## src/rtl/cbb_ones_serializer_pkg.sv

```systemverilog
// Shared types and width helpers for the ones serializer: FSM state enum and
// the index/popcount width derivations used by the interface and the RTL.
package cbb_ones_serializer_pkg;

    typedef enum logic {
        ST_IDLE = 1'b0,
        ST_BUSY = 1'b1
    } state_t;

    // An index needs at least one bit even for a single-bit vector.
    function automatic int calcIdxW(input int width);
        return (width > 1) ? $clog2(width) : 1;
    endfunction

    function automatic int calcCntW(input int width);
        return $clog2(width) + 1;
    endfunction

endpackage

```

## src/rtl/cbb_ones_serializer_if.sv

```systemverilog
// Valid/ready bundle for the ones serializer: vector input side and the
// index output stream. The slave modport is the serializer itself.
interface cbb_ones_serializer_if
    import cbb_ones_serializer_pkg::*;
#(
    parameter int WIDTH = 8,
    parameter int IDX_W = calcIdxW(WIDTH),
    parameter int CNT_W = calcCntW(WIDTH)
) ();

    logic             in_valid;
    logic             in_ready;
    logic [WIDTH-1:0] in_data;
    logic             out_valid;
    logic             out_ready;
    logic [IDX_W-1:0] out_idx;
    logic             out_last;
    logic             out_zero;
    logic [CNT_W-1:0] out_total;

    modport master (
        output in_valid, in_data, out_ready,
        input  in_ready, out_valid, out_idx, out_last, out_zero, out_total
    );

    modport slave (
        input  in_valid, in_data, out_ready,
        output in_ready, out_valid, out_idx, out_last, out_zero, out_total
    );

endinterface

```

## src/rtl/cbb_ones_serializer_count_ones.sv

```systemverilog
// Combinational popcount cell: counts the set bits of i_data.
// o_count is wide enough to hold the all-ones case exactly.
module cbb_count_ones #(
    parameter int WIDTH = 8,
    parameter int CNT_W = $clog2(WIDTH) + 1
) (
    input  logic [WIDTH-1:0] i_data,
    output logic [CNT_W-1:0] o_count
);

    always_comb begin
        o_count = '0;
        for (int i = 0; i < WIDTH; i++) begin
            o_count = o_count + CNT_W'(i_data[i]);
        end
    end

endmodule

```

## src/rtl/cbb_ones_serializer.sv

```systemverilog
// Unrolls an accepted bit vector into one beat per set bit, lowest index first,
// with back-to-back bursts when the last beat and the next vector coincide.
module cbb_ones_serializer
    import cbb_ones_serializer_pkg::*;
#(
    parameter int WIDTH = 8
) (
    input logic                 clk,
    input logic                 rst,
    cbb_ones_serializer_if.slave bus
);

    localparam int IDX_W = calcIdxW(WIDTH);
    localparam int CNT_W = calcCntW(WIDTH);

    state_t           r_state;
    state_t           w_nextState;
    logic [WIDTH-1:0] r_pend;
    logic [CNT_W-1:0] r_total;

    logic [CNT_W-1:0] w_count;
    logic [IDX_W-1:0] w_lowIdx;
    logic [WIDTH-1:0] w_pendClr;
    logic             w_atMostOne;
    logic             w_inReady;
    logic             w_outValid;
    logic             w_accept;
    logic             w_fire;

    cbb_count_ones #(
        .WIDTH (WIDTH),
        .CNT_W (CNT_W)
    ) u_countOnes (
        .i_data  (bus.in_data),
        .o_count (w_count)
    );

    // Scanning from the top down lets the lowest set bit win.
    always_comb begin
        w_lowIdx = '0;
        for (int i = WIDTH - 1; i >= 0; i--) begin
            if (r_pend[i]) begin
                w_lowIdx = IDX_W'(i);
            end
        end
    end

    assign w_pendClr   = r_pend & (r_pend - WIDTH'(1));
    assign w_atMostOne = (w_pendClr == '0);

    always_ff @(posedge clk or posedge rst) begin
        if (rst) begin
            r_state <= ST_IDLE;
        end else begin
            r_state <= w_nextState;
        end
    end

    // The last beat's handshake reopens the input in the same cycle, so a
    // waiting vector is taken with no idle cycle between bursts.
    always_comb begin
        w_nextState = r_state;
        w_inReady   = 1'b0;
        w_outValid  = 1'b0;
        case (r_state)
            ST_IDLE: begin
                w_inReady = 1'b1;
                if (bus.in_valid) begin
                    w_nextState = ST_BUSY;
                end
            end
            ST_BUSY: begin
                w_outValid = 1'b1;
                if (bus.out_ready && w_atMostOne) begin
                    w_inReady   = 1'b1;
                    w_nextState = bus.in_valid ? ST_BUSY : ST_IDLE;
                end
            end
            default: begin
                w_nextState = ST_IDLE;
            end
        endcase
    end

    assign w_accept = bus.in_valid && w_inReady;
    assign w_fire   = w_outValid && bus.out_ready;

    always_ff @(posedge clk or posedge rst) begin
        if (rst) begin
            r_pend  <= '0;
            r_total <= '0;
        end else if (w_accept) begin
            r_pend  <= bus.in_data;
            r_total <= w_count;
        end else if (w_fire) begin
            r_pend  <= w_pendClr;
        end
    end

    // Outputs are forced to zero outside a burst so idle reads are clean.
    assign bus.in_ready  = w_inReady;
    assign bus.out_valid = w_outValid;
    assign bus.out_idx   = w_outValid ? w_lowIdx : '0;
    assign bus.out_last  = w_outValid && w_atMostOne;
    assign bus.out_zero  = w_outValid && (r_total == '0);
    assign bus.out_total = w_outValid ? r_total : '0;

endmodule

```

## src/flat_wrapper.sv

```systemverilog
// flat-port wrapper written by rule: the top's interface ports become plain ports
module cbb_ones_serializer_flat import cbb_ones_serializer_pkg::*;
#(
    parameter int WIDTH = 8
)
  (clk, rst, bus_in_valid, bus_in_data, bus_out_ready, bus_in_ready, bus_out_valid, bus_out_idx, bus_out_last, bus_out_zero, bus_out_total);
  cbb_ones_serializer_if #(.WIDTH(WIDTH)) bus_i ();
  input logic clk;
  input logic rst;
  input wire logic [$bits(bus_i.in_valid)-1:0] bus_in_valid;
  input wire logic [$bits(bus_i.in_data)-1:0] bus_in_data;
  input wire logic [$bits(bus_i.out_ready)-1:0] bus_out_ready;
  output wire logic [$bits(bus_i.in_ready)-1:0] bus_in_ready;
  output wire logic [$bits(bus_i.out_valid)-1:0] bus_out_valid;
  output wire logic [$bits(bus_i.out_idx)-1:0] bus_out_idx;
  output wire logic [$bits(bus_i.out_last)-1:0] bus_out_last;
  output wire logic [$bits(bus_i.out_zero)-1:0] bus_out_zero;
  output wire logic [$bits(bus_i.out_total)-1:0] bus_out_total;
  assign bus_i.in_valid = bus_in_valid;
  assign bus_i.in_data = bus_in_data;
  assign bus_i.out_ready = bus_out_ready;
  assign bus_in_ready = bus_i.in_ready;
  assign bus_out_valid = bus_i.out_valid;
  assign bus_out_idx = bus_i.out_idx;
  assign bus_out_last = bus_i.out_last;
  assign bus_out_zero = bus_i.out_zero;
  assign bus_out_total = bus_i.out_total;
  cbb_ones_serializer #(.WIDTH(WIDTH)) u_core (.clk(clk), .rst(rst), .bus(bus_i));
endmodule
```

## config.mk

```make
export PLATFORM = sky130hd
export DESIGN_NAME = cbb_ones_serializer_flat
export DESIGN_NICKNAME = d
export VERILOG_FILES = /design/src/rtl/cbb_ones_serializer_pkg.sv /design/src/rtl/cbb_ones_serializer_if.sv /design/src/rtl/cbb_ones_serializer_count_ones.sv /design/src/rtl/cbb_ones_serializer.sv /design/src/flat_wrapper.sv
export SDC_FILE = /design/constraint.sdc
export NUM_CORES = 1
export LEC_CHECK = 0
export ABC_CLOCK_PERIOD_IN_PS = 2820
export CORE_ASPECT_RATIO = 0.8
export CORE_MARGIN = 3
export CORE_UTILIZATION = 49
export DETAILED_ROUTE_END_ITERATION = 7
export PLACE_DENSITY = 0.78
export SLEW_MARGIN = 20
export SYNTH_ARGS = -nofsm -noshare
export SYNTH_HDL_FRONTEND = slang
export SYNTH_SLANG_ARGS = --single-unit
```

## constraint.sdc

```tcl
create_clock -name clk -period 2.82 [get_ports clk]
set_input_delay 0.423 -clock clk [delete_from_list [all_inputs] [get_ports clk]]
set_output_delay 0.423 -clock clk [all_outputs]
set_load 0.1 [all_outputs]
```

# ---- Word level (Yosys, flattened, before mapping)
# Cells that the tools add are included.
dict set report classes {
  n_addsub 8
  n_mux 18
  n_bitwise 2
  reduce_logical 8
}
# cell count
set op_table {}
lappend op_table {{$mux W3} 9}
lappend op_table {{$add A4 B1 Y4} 4}
lappend op_table {{$mux W8} 2}
lappend op_table {{$and A8 B8 Y8} 1}
lappend op_table {{$logic_not A8 Y1} 1}
lappend op_table {{$sub A8 B1 Y8 const B} 1}
lappend op_table {{$logic_and A1 B1 Y1} 5}
lappend op_table {{$add A3 B1 Y4} 1}
lappend op_table {{$logic_not A4 Y1} 1}
lappend op_table {{$mux W1} 4}
lappend op_table {{$mux W4} 1}
lappend op_table {{$pmux W1 S2} 2}
lappend op_table {{$add A2 B1 Y3} 1}
lappend op_table {{$add A1 B1 Y2} 1}
lappend op_table {{$reduce_bool A2 Y1} 1}
lappend op_table {{$not A1 Y1} 1}
dict set report word_totals {
  ff_bits 13
  inputBits 12
  output_inout_bits 11
}

# ---- Depth between registers and ports, before layout
# Gate-level depths: netlist (run 1).
dict set report logic_depth {
  word_depth 9
  mapped_depth 9
  ltp_nobuf 9
}

# ---- Modules after synthesis
# Synthesis (run 1) repeated with hierarchy kept, for this count alone.
dict set report hier_totals {
  cells_unflattened 105
  hier_area_um2 1008.5
}
# mod instances cells_each area_each_um2 seq_area_each_um2
set by_module_without_submodules {}
lappend by_module_without_submodules {cbb_ones_serializer 1 81 818.3 325.3}
lappend by_module_without_submodules {cbb_count_ones 1 24 190.2 0.0}

# ---- Worst setup path before layout (run 1)
# No wires, ideal clock.
dict set report synth_timing {
  path_type {flip-flop to output port}
  startpoint {reg u_core.r_pend[2]}
  endpoint {out bus_in_ready}
  arrival_time_ns 3.645
  slack_ns -1.248
  path_stages_with_launch 7
  cell_sequence {dfrtp_1 -> buf_6 -> or4_4 -> a211oi_2 -> o21bai_1 -> and2_1 -> o21ai_0}
}
dict set report synth_via {
  elab_chain_cells 6
}
# item line_no
set synth_rtl {}
lappend synth_rtl {{start: declaration} cbb_ones_serializer.sv:18} ;# logic [WIDTH-1:0] r_pend;
lappend synth_rtl {{start signal: assignment} cbb_ones_serializer.sv:93} ;# r_pend <= bus.in_data;
lappend synth_rtl {{start signal: assignment} cbb_ones_serializer.sv:96} ;# r_pend <= w_pendClr;
lappend synth_rtl {{$sub A8 B1 Y8} cbb_ones_serializer.sv:48} ;# assign w_pendClr = r_pend & (r_pend - WIDTH'(1));
lappend synth_rtl {{$and A8 B8 Y8 (*)} cbb_ones_serializer.sv:48}
lappend synth_rtl {{$logic_not A8 Y1 (*)} cbb_ones_serializer.sv:49} ;# assign w_atMostOne = (w_pendClr == '0);
lappend synth_rtl {{$logic_and A1 B1 Y1 (*)} cbb_ones_serializer.sv:74} ;# if (bus.out_ready && w_atMostOne) begin
lappend synth_rtl {{$mux W1 (*)} cbb_ones_serializer.sv:74}
lappend synth_rtl {{$pmux W1 S2 (*)} cbb_ones_serializer.sv:65} ;# case (r_state)
lappend synth_rtl {{end: declaration} flat_wrapper.sv:13} ;# output wire logic [$bits(bus_i.in_ready)-1:0] bus_in_ready;
# Mark *: on every way between the ends. The rest lies on a longest branch, timed or not.

# ---- Worst setup path in the final report (run 1)
dict set report layout_timing {
  startpoint {in bus_in_data[0]}
  endpoint {reg u_core.r_total[2]}
}
dict set report layout_via {
  elab_chain_cells 7
}
# item line_no
set layout_rtl {}
lappend layout_rtl {{start: declaration} flat_wrapper.sv:11} ;# input wire logic [$bits(bus_i.in_data)-1:0] bus_in_data;
lappend layout_rtl {{$add A1 B1 Y2} cbb_ones_serializer_count_ones.sv:14} ;# o_count = o_count + CNT_W'(i_data[i]);
lappend layout_rtl {{$add A2 B1 Y3} cbb_ones_serializer_count_ones.sv:14}
lappend layout_rtl {{$add A3 B1 Y4} cbb_ones_serializer_count_ones.sv:14}
lappend layout_rtl {{$add A4 B1 Y4 (4 in series)} cbb_ones_serializer_count_ones.sv:14}
lappend layout_rtl {{end signal: assignment} cbb_ones_serializer.sv:94} ;# r_total <= w_count;
lappend layout_rtl {{end: declaration} cbb_ones_serializer.sv:19} ;# logic [CNT_W-1:0] r_total;
# No other way between the ends.
# A chain may end at the register's enable or synchronous reset.

==> summary.txt, run 1 <==
Floorplan
  – IO Pins: 23
  – Cell row count: 13
  – Initial core utilization: 56.5%
  – Die H: 46.4 um
  – Core box area: 1770 um2
  – Total die area: 2620 um2
  – Die Wd: 56.5 um

Placed design
  – Final Wtd Congestion: 0.825
  – Port bufs: 22
  – Hpwl dp: 1900 um
  – Placed cell areas: 1270 um2

STA
  – Fin worst setup slack: -0.167 ps
  – Fin crit share: 100%
  – Worst-margin pin slew: 644 ps
  – Fin crit period: 2820 ps
  – Highest Clock Rate: 355 MHz
  – Worst Hold Slack: 362 ps
  – Setup violators final: 1
  – Relative slew slack: 56.7%
  – Fin. Hold Viols: 0
  – Setup Skew: 8.40 ps
  – Setup TNS: -0.167 ps
  – Final max-slew violation count: 0
  – RSZ-0062 raised after global routing: true

Global routing
  – First-pass GRT wire length: 4050 um
  – Number of global-route vias before repair: 840
  – GRT overflow: 0
  – Initial antenna violation count: 0
  – GRT Total Usage: 20.7%
  – Largest net degree at the start of global routing: 14

CTS
  – Hold_buf cts: 0
  – CTS buffer count: 3
  – Latest clock arrival within the worst-skew pair: 280 ps
  – Clock transition at the registers of the reported paths: 90 ps
  – Clock root cell: clkbuf_4
  – CTS sink count: 13
  – CTS tree: yes
  – Max clock buf depth: 2
  – Htree depth: 1

Synthesis
  – Syn Area/Cell: 9.62 um2
  – Adder-cell share of the synthesized area: 11.8%
  – Syn. warnings: 0
  – Netlist Area Pre-Place: 1000 um2
  – Simple-gate area share of the yosys netlist: 15.0%
  – Synthesized net count: 123
  – Yosys reg bits: 13
  – Sequential-to-total area share from yosys stat: 32.5%
  – Largest family of logic cells by synthesized area: compound AO/OA/AOI/OAI gates
  – Xor-xnor portion of the synthesized cell area: 0.875%
  – Synth Area in Compound Gates: 25.0%
  – Cell count after synthesis: 104
  – Cell variety after synth: 34
  – Mux cell area share after synthesis: 5.25%

Cells and area
  – Final Core Density: 74.3%
  – Fin nets: 147
  – Multi-input logic area: 639 um2
  – Finished Cell Area: 1320 um2
  – Most frequent cells in the layout: inv_1, buf_4, dfrtp_1, clkdlybuf4s50_1
  – Antenna Cells: 0
  – Layout cells sized above 1: 36.2%
  – Area delta synth->final: 31.6%
  – Fill count: 123
  – Register Area: 327 um2

Setup path
  – Worst setup path class: input pin to register
  – Highest cell delay on the worst timing path: 520 ps
  – CP Buf/Inv Count: 3
  – Worst Setup Start Kind: input pin
  – CP Cell Sequence: buf_6 -> fa_1 -> inv_1 -> fa_1 -> fa_1 -> inv_2 -> ha_4 -> fa_2 -> xor2_1 -> mux2_4
  – Crit path capture type: register
  – Kind of cell adding the most delay to the critical path: adder cells
  – Arr. time, crit path: 2990 ps
  – Most frequent CP cell: fa_1
  – CP max FO: 2
  – Required @ worst endpoint: 2990 ps
  – Slowest-stage cell, CP: fa_1

Routing
  – Post-route ant nets: 0
  – Vias/cell: 5.87
  – Routed len/inst: 16.3 um
  – Final wirelength: 2430 um
  – Drt first-iter violations: 47
  – Router iterations before antenna repair: 4
  – Routed vias: 874
  – DRC: 0

Job
  – Max-capacitance violation count: 0

Run status
  – Outcome: finished, violations left
  – Failing checks: negative setup slack

Min path
  – HP Class: input pin to register
## sequential cells by signal (all words and copies together), names as in the netlist
name / flops
u_core.r_state: 1
u_core.r_total: 4
u_core.r_pend: 8
## layout make-up
class                   count  share of cell area [%]
clock buffers               4                    1.99
inverters                  14                    3.99
multi-input cells          70                    48.5
flip-flops and latches     13                    24.8
well taps                  22                    2.09
repair buffers             26                    18.6
## path summary, 6_finish.rpt
kind | startpoint | slack (ps) | end | cells after the start
min in group asynchronous | rst | 480 | u_core.r_pend[3] | 2
hold reg to reg | u_core.r_total[3] | 540 | u_core.r_total[3] | 1
hold / removal | bus_in_data[0] | 360 | u_core.r_pend[0] | 2
setup reg to reg | u_core.r_pend[3] | 480 | u_core.r_pend[7] | 6
max in group asynchronous | rst | 1950 | u_core.r_pend[2] | 2
setup / recovery | bus_in_data[0] | -0.2 | u_core.r_total[2] | 10
## cell families after synthesis
kind of cell / Yosys count
mux: 4
xor+xnor: 1
fa+ha+maj: 7
buf+inv: 21
flops: 13
simple gates: 29
compound gates: 29
## Yosys cell counts, drive strengths merged
master | n | area (um2)
nor4 | 1 | 6.26
a22o | 2 | 20.0
ha | 3 | 37.5
nor2 | 7 | 26.3
and3 | 2 | 12.5
fa | 4 | 80.1
o21bai | 2 | 15.0
and2 | 6 | 37.5
clkbuf | 3 | 11.3
o21ai | 4 | 20.0
dfrtp | 13 | 325
nor3 | 4 | 20.0
buf | 4 | 32.5
or3 | 1 | 6.26
mux2 | 4 | 52.6
a31oi | 1 | 6.26
a211oi | 3 | 27.5
xor2 | 1 | 8.76
inv | 14 | 52.6
a41o | 1 | 10.0
nand2 | 5 | 18.8
o311a | 2 | 21.3
a221o | 6 | 63.8
a21oi | 5 | 25.0
a211o | 2 | 20.0
or4 | 1 | 11.3
o31ai | 1 | 21.3
nand3 | 1 | 5.00
nor2b | 1 | 6.26
## per-stage QoR
stage	std cells	setup slack, ps
CTS	149	-98.1
detailed placement	144	-709
global route	149	-21.5
floorplan	104	-210
global placement	144	-664
finish	149	-0.167
## what timing repair did
action / CTS / global route
pin swaps: 5 / 4
setup endpoints to repair: 3 / 4
gates cloned: 0 / 0
resized for setup: 16 / 4
setup buffers: 1 / 0
## metal layers
metal | share of wire [%] | vias up | GRT usage, %
li1 | - | 419 | -
met1 | 46 | 416 | 27.8
met2 | 46 | 35 | 33.4
met3 | 7.2 | 4 | 5.88
met4 | 0.91 | 0 | 4.74
met5 | 0 | - | 0
Power of run 1 is not shown: default switching activity piles up to over one toggle a cycle in this logic, so the estimate is an artifact.
==> run 2, diff against run 1 <==
--- a/config.mk
+++ b/config.mk
@@ -11,7 +11,6 @@
 export CORE_UTILIZATION = 49
 export DETAILED_ROUTE_END_ITERATION = 7
 export PLACE_DENSITY = 0.78
-export SLEW_MARGIN = 20
 export SYNTH_ARGS = -nofsm -noshare
 export SYNTH_HDL_FRONTEND = slang
 export SYNTH_SLANG_ARGS = --single-unit
==> results of run 2 <==
Final layout, timing and power as in run 1 (identical DEF).
Power of run 2 is left out for the same reason.
==> run 3, diff against run 2 <==
--- a/config.mk
+++ b/config.mk
@@ -9,6 +9,7 @@
 export CORE_ASPECT_RATIO = 0.8
 export CORE_MARGIN = 3
 export CORE_UTILIZATION = 49
+export CTS_CLUSTER_SIZE = 28
 export DETAILED_ROUTE_END_ITERATION = 7
 export PLACE_DENSITY = 0.78
 export SYNTH_ARGS = -nofsm -noshare
==> results of run 3 <==
Final layout, timing and power as in run 1 (identical DEF).
Power of run 3 is left out for the same reason.
==> RTL change 1: new RTL, settings of run 3 <==
`WIDTH` is set to 8 in 4 places; all go to 32.
--- a/src/rtl/cbb_ones_serializer_if.sv
+++ b/src/rtl/cbb_ones_serializer_if.sv
@@ -5,3 +5,3 @@
 #(
-    parameter int WIDTH = 8,
+    parameter int WIDTH = 32,
     parameter int IDX_W = calcIdxW(WIDTH),
--- a/src/rtl/cbb_ones_serializer_count_ones.sv
+++ b/src/rtl/cbb_ones_serializer_count_ones.sv
@@ -3,3 +3,3 @@
 module cbb_count_ones #(
-    parameter int WIDTH = 8,
+    parameter int WIDTH = 32,
     parameter int CNT_W = $clog2(WIDTH) + 1
--- a/src/rtl/cbb_ones_serializer.sv
+++ b/src/rtl/cbb_ones_serializer.sv
@@ -5,3 +5,3 @@
 #(
-    parameter int WIDTH = 8
+    parameter int WIDTH = 32
 ) (
--- a/src/flat_wrapper.sv
+++ b/src/flat_wrapper.sv
@@ -3,3 +3,3 @@
 #(
-    parameter int WIDTH = 8
+    parameter int WIDTH = 32
 )
Ports: changed (resized bus_in_data, bus_out_idx and bus_out_total); port bits go from 23 to 51. The function was not compared with the original's and may differ.
==> RTL change 1 against run 3 <==
- the run still ends with negative setup slack left
- worst setup slack got worse by 2.1 ns
- die area rose to 3.1 times the old value
- worst hold slack gained 0.023 ns
- critical path depth increased by 9
- clock skew fell by 0.0014 ns
- sequential cell count rose by 26
- area after synthesis increased to 3.4 times the old value
- register-to-register slack got worse by 1.2 ns
- sequential share of layout area fell by 7.1 points
- non-clock buffer count is 148 higher
- fmax decreased by 43%
- final area grew to 4.2 times the old value
- wire length rose to 6.5 times the old value
- critical path type unchanged
- critical endpoint is now u_core.r_total[4]
Power is left out: the tool's default activity adds up to more than one toggle a clock period on the data nets, which glitch-free logic cannot reach.
==> RTL change 1: results (changes against run 3) <==
* FF-to-FF End: u_core.r_total[2]
* First-pass GRT wire length at 22,100 um (+450%)
* Post-route non-filler standard cell count at 619 (+320%)
* Critical Path Start: bus_in_data[19]
* Initial DRC Count at 656 (+1300%)
* Status: complete, but fails checks
* Met1 Use GR at 45.1% (+17 points)
* Reg2Reg Setup Slack at -0.67 ns (-1.15 ns)
* Root buffer cell: clkbuf_8
* DR WL met3 at 1920 um (+1000%)
* Largest net degree at the start of global routing at 40 (+26)
* CTS Buf Count at 5 (+2)
* Port bufs at 50 (+130%)
* Worst hold slack at 0.384 ns (+0.0226 ns)
* WHS Path Cells at 3 (+1)
* Met2 Wirelength at 7230 um (+540%)
* Routed vias at 4,122 (+370%)
* Placed cell count at 592 (+310%)
* Layout cells sized above 1 at 44.3% (+8.1 points)
* Area post-placement at 4950 um^2 (+290%)
* H-tree depth at 2 (+1)
* Multiplexer share of the synthesized area at 10.4% (+5.2 points)
* Sequential area share after synthesis at 28.5% (-4.0 points)
* Top flop regs: u_core.r_pend (32), u_core.r_total (6), u_core.r_state (1)
* Post-synth net total at 437 (+260%)
* Ranking of synthesized cells by area: dfrtp_1 (29%), fa_1 (14%), mux2i_1 (7.0%), inv_1 (5.5%), nand2_1 (2.7%)
* Final setup fails at 44 (+43)
* Xor/xnor share of the synthesized area at 0.768% (-0.11 points)
* Failing checks: negative setup slack
* Wl on met1 at 5520 um (+400%)
* Worst setup margin at -2.13 ns (-2.13 ns)
* Max incr delay on CP at 0.60 ns (+0.08 ns)
* Clock Skews at 0.00704 ns (-0.00136 ns)
* Detailed Routing Iterations Pass 1 at 7 (+3)
* Post-synth cell types at 60 (+76%)
* Final wirelength at 15,700 um (+550%)
* Worst-Margin Slew at 0.541 ns (-0.102 ns)
* Routability congestion estimate at 0.889 (+7.7%)
* Adder-Cell Fraction of Synth Area at 17.2% (+5.4 points)
* Final HPWL DP at 9320 um (+390%)
* Avg Cell Area, Syn at 9.24 um^2 (-4.0%)
* R2R depth at 13 (+7)
* # fillers at 311 (+150%)
* Grt met3 use at 10.1% (+4.2 points)
* M2 GR Usage at 60.7% (+27 points)
* DP Worst Slack at -2.54 ns (-1.83 ns)
* HP Start: bus_in_data[21]
* CP arrival at 5.15 ns (+2.16 ns)
* Clock latency on the worst-skew pair at 0.30 ns (+0.02 ns)
* Hold Path End: u_core.r_pend[21]
* Total negative slack at -31.42 ns (-31.42 ns)
* Nets at 601 (+310%)
==> RTL change 1: cell types whose count changed after synthesis, sizes merged, moves of 9 or more <==
| cell | before | now |
|---|---|---|
| a21oi | 5 | 17 |
| nand2 | 5 | 25 |
| dfrtp | 13 | 39 |
| fa | 4 | 24 |
| mux2i | 0 | 24 |
| nor2 | 7 | 24 |
| inv | 14 | 50 |
| o21ai | 4 | 17 |
| nor4 | 1 | 10 |
==> RTL change 1: cell type report <==
cell class	instances	area, um^2	area share, %
clock inverters	3	20.0	0.360
repair buffers	174	1580	28.4
well taps	84	105	1.89
inverters	50	188	3.38
multi-input cells	264	2610	47.0
clock buffers	5	68.8	1.24
flip-flops and latches	39	981	17.7
==> RTL change 1: what timing repair did <==
action	in CTS	in global routing
cloned	0	0
resized for setup	81	64
pin swaps	35	48
buffers inserted	11	12
endpoints found under the setup margin	44	43
==> RTL change 2: new RTL, settings of run 3 <==
Made on the original files. Reset style: synchronous (`rst`), changed in 2 clocked blocks.
--- a/src/rtl/cbb_ones_serializer.sv
+++ b/src/rtl/cbb_ones_serializer.sv
@@ -50,3 +50,3 @@
 
-    always_ff @(posedge clk or posedge rst) begin
+    always_ff @(posedge clk) begin
         if (rst) begin
@@ -87,3 +87,3 @@
 
-    always_ff @(posedge clk or posedge rst) begin
+    always_ff @(posedge clk) begin
         if (rst) begin
Formal check against the unedited RTL: differs if rst is asserted again (counterexample within 4 cycles, from zero or initial values and one cycle with rst high); with rst held inactive, the same outputs for 10 cycles.
==> RTL change 2 against run 3 <==
- the flow still finishes with violations (negative setup slack)
- final area increased by 1.8%
- sequential cell count unchanged
- wire length decreased by 7.2%
- area after synthesis increased by 1.2%
- worst setup slack got worse by 0.11 ns
Power is left out: it rests on default switching activity, and per cell area and clock period it moved more than threefold.
==> RTL change 2: results (changes against run 3) <==
* Status: complete, but fails checks
* Failing checks: negative setup slack
* Top FF cell, synth: dfxtp_1
* Largest net degree at the start of global routing at 19 (+5)
* Post-route non-filler standard cell count at 168 (+13%)
* First-pass GRT wire length at 3770 um (-6.8%)
* Reg2Reg Setup Slack at 0.66 ns (+0.18 ns)
* Clock Skews at 0.00171 ns (-0.00669 ns)
* Area post-placement at 1290 um^2 (+2.2%)
* R2R depth at 5 (-1)
* Final HPWL DP at 1770 um (-7.0%)
* Sequential area share after synthesis at 25.7% (-6.8 points)
* # fillers at 166 (+35%)
* Top cells by count, synth: inv_1 (14), dfxtp_1 (13), nor2_1 (8)
* Mapped Cells at 117 (+13%)
* Total negative slack at -0.109 ns (-0.109 ns)
* Placed cell count at 163 (+13%)
* Vias per std cell at 5.40 (-8.0%)
* Hold Path End: u_core.r_pend[1]
* Async set or reset register ratio after synthesis at 0% (-100 points)
* Met2 Wirelength at 1020 um (-9.2%)
* Worst hold slack at 0.405 ns (+0.0431 ns)
* Layout cells sized above 1 at 26.4% (-9.8 points)
* HP Start: bus_in_data[1]
* Initial DRC Count at 24 (-49%)
* Root buffer cell: clkbuf_4
* DR WL met3 at 93 um (-47%)
* Worst setup margin at -0.109 ns (-0.109 ns)
* M2 GR Usage at 31.1% (-2.3 points)
* Inserted Diodes at 0 (unchanged)
* Post-synth cell types at 42 (+24%)
* Nets at 164 (+12%)
* Final wirelength at 2250 um (-7.2%)
* FF-to-FF Start: u_core.r_pend[0]
* Critical Path Start: bus_in_data[1]
* Met1 Use GR at 25.7% (-2.1 points)
* Setup crit end: u_core.r_total[2]
* Post-synth net total at 136 (+11%)
* Total GRT Usage at 18.6% (-2.1 points)
* Final setup fails at 1 (unchanged)
* Worst-Margin Slew at 0.532 ns (-0.112 ns)
* Clock latency on the worst-skew pair at 0.26 ns (-0.02 ns)
* WHS Path Cells at 3 (+1)
* Vias in the first global route at 828 (-1.4%)
* Routability congestion estimate at 0.773 (-6.3%)
* CP arrival at 3.09 ns (+0.10 ns)
* Grt met3 use at 1.96% (-3.9 points)
* Wl on met1 at 1120 um (+1.3%)
* DP Worst Slack at -0.803 ns (-0.0939 ns)
* Ranking of synthesized cells by area: dfxtp_1 (26%), fa_1 (7.9%), mux2i_1 (5.9%), inv_1 (5.2%), ha_1 (3.7%)
RTL change 2: cell count changes after synthesis, sizes merged, moves of 3 or more:
cell | run 3 | this run
dfrtp | 13 | 0
dfxtp | 0 | 13
a221o | 6 | 0
mux2i | 0 | 6
nand2b | 0 | 6
mux2 | 4 | 1
nand3b | 0 | 3
o31ai | 1 | 4
RTL change 2: layout make-up:
class	count	area, um^2	share of cell area [%]
multi-input cells	86	703	52.4
repair buffers	27	269	20.1
flip-flops and latches	13	260	19.4
inverters	14	52.6	3.92
well taps	24	30.0	2.24
clock buffers	4	26.3	1.96
RTL change 2: cell families (layout without fill, tap and decap cells):
kind of cell	count (synthesis)	after routing	synth area share (%)
and+or+nand+nor	45	45	24.7
AOI/OAI and AO/OA	25	25	21.6
buffers and inverters	18	45	7.53
DFF	13	13	25.7
adders and majority gates	8	8	12.6
muxes	7	7	7.04
xor gates and xnor gates	1	1	0.864
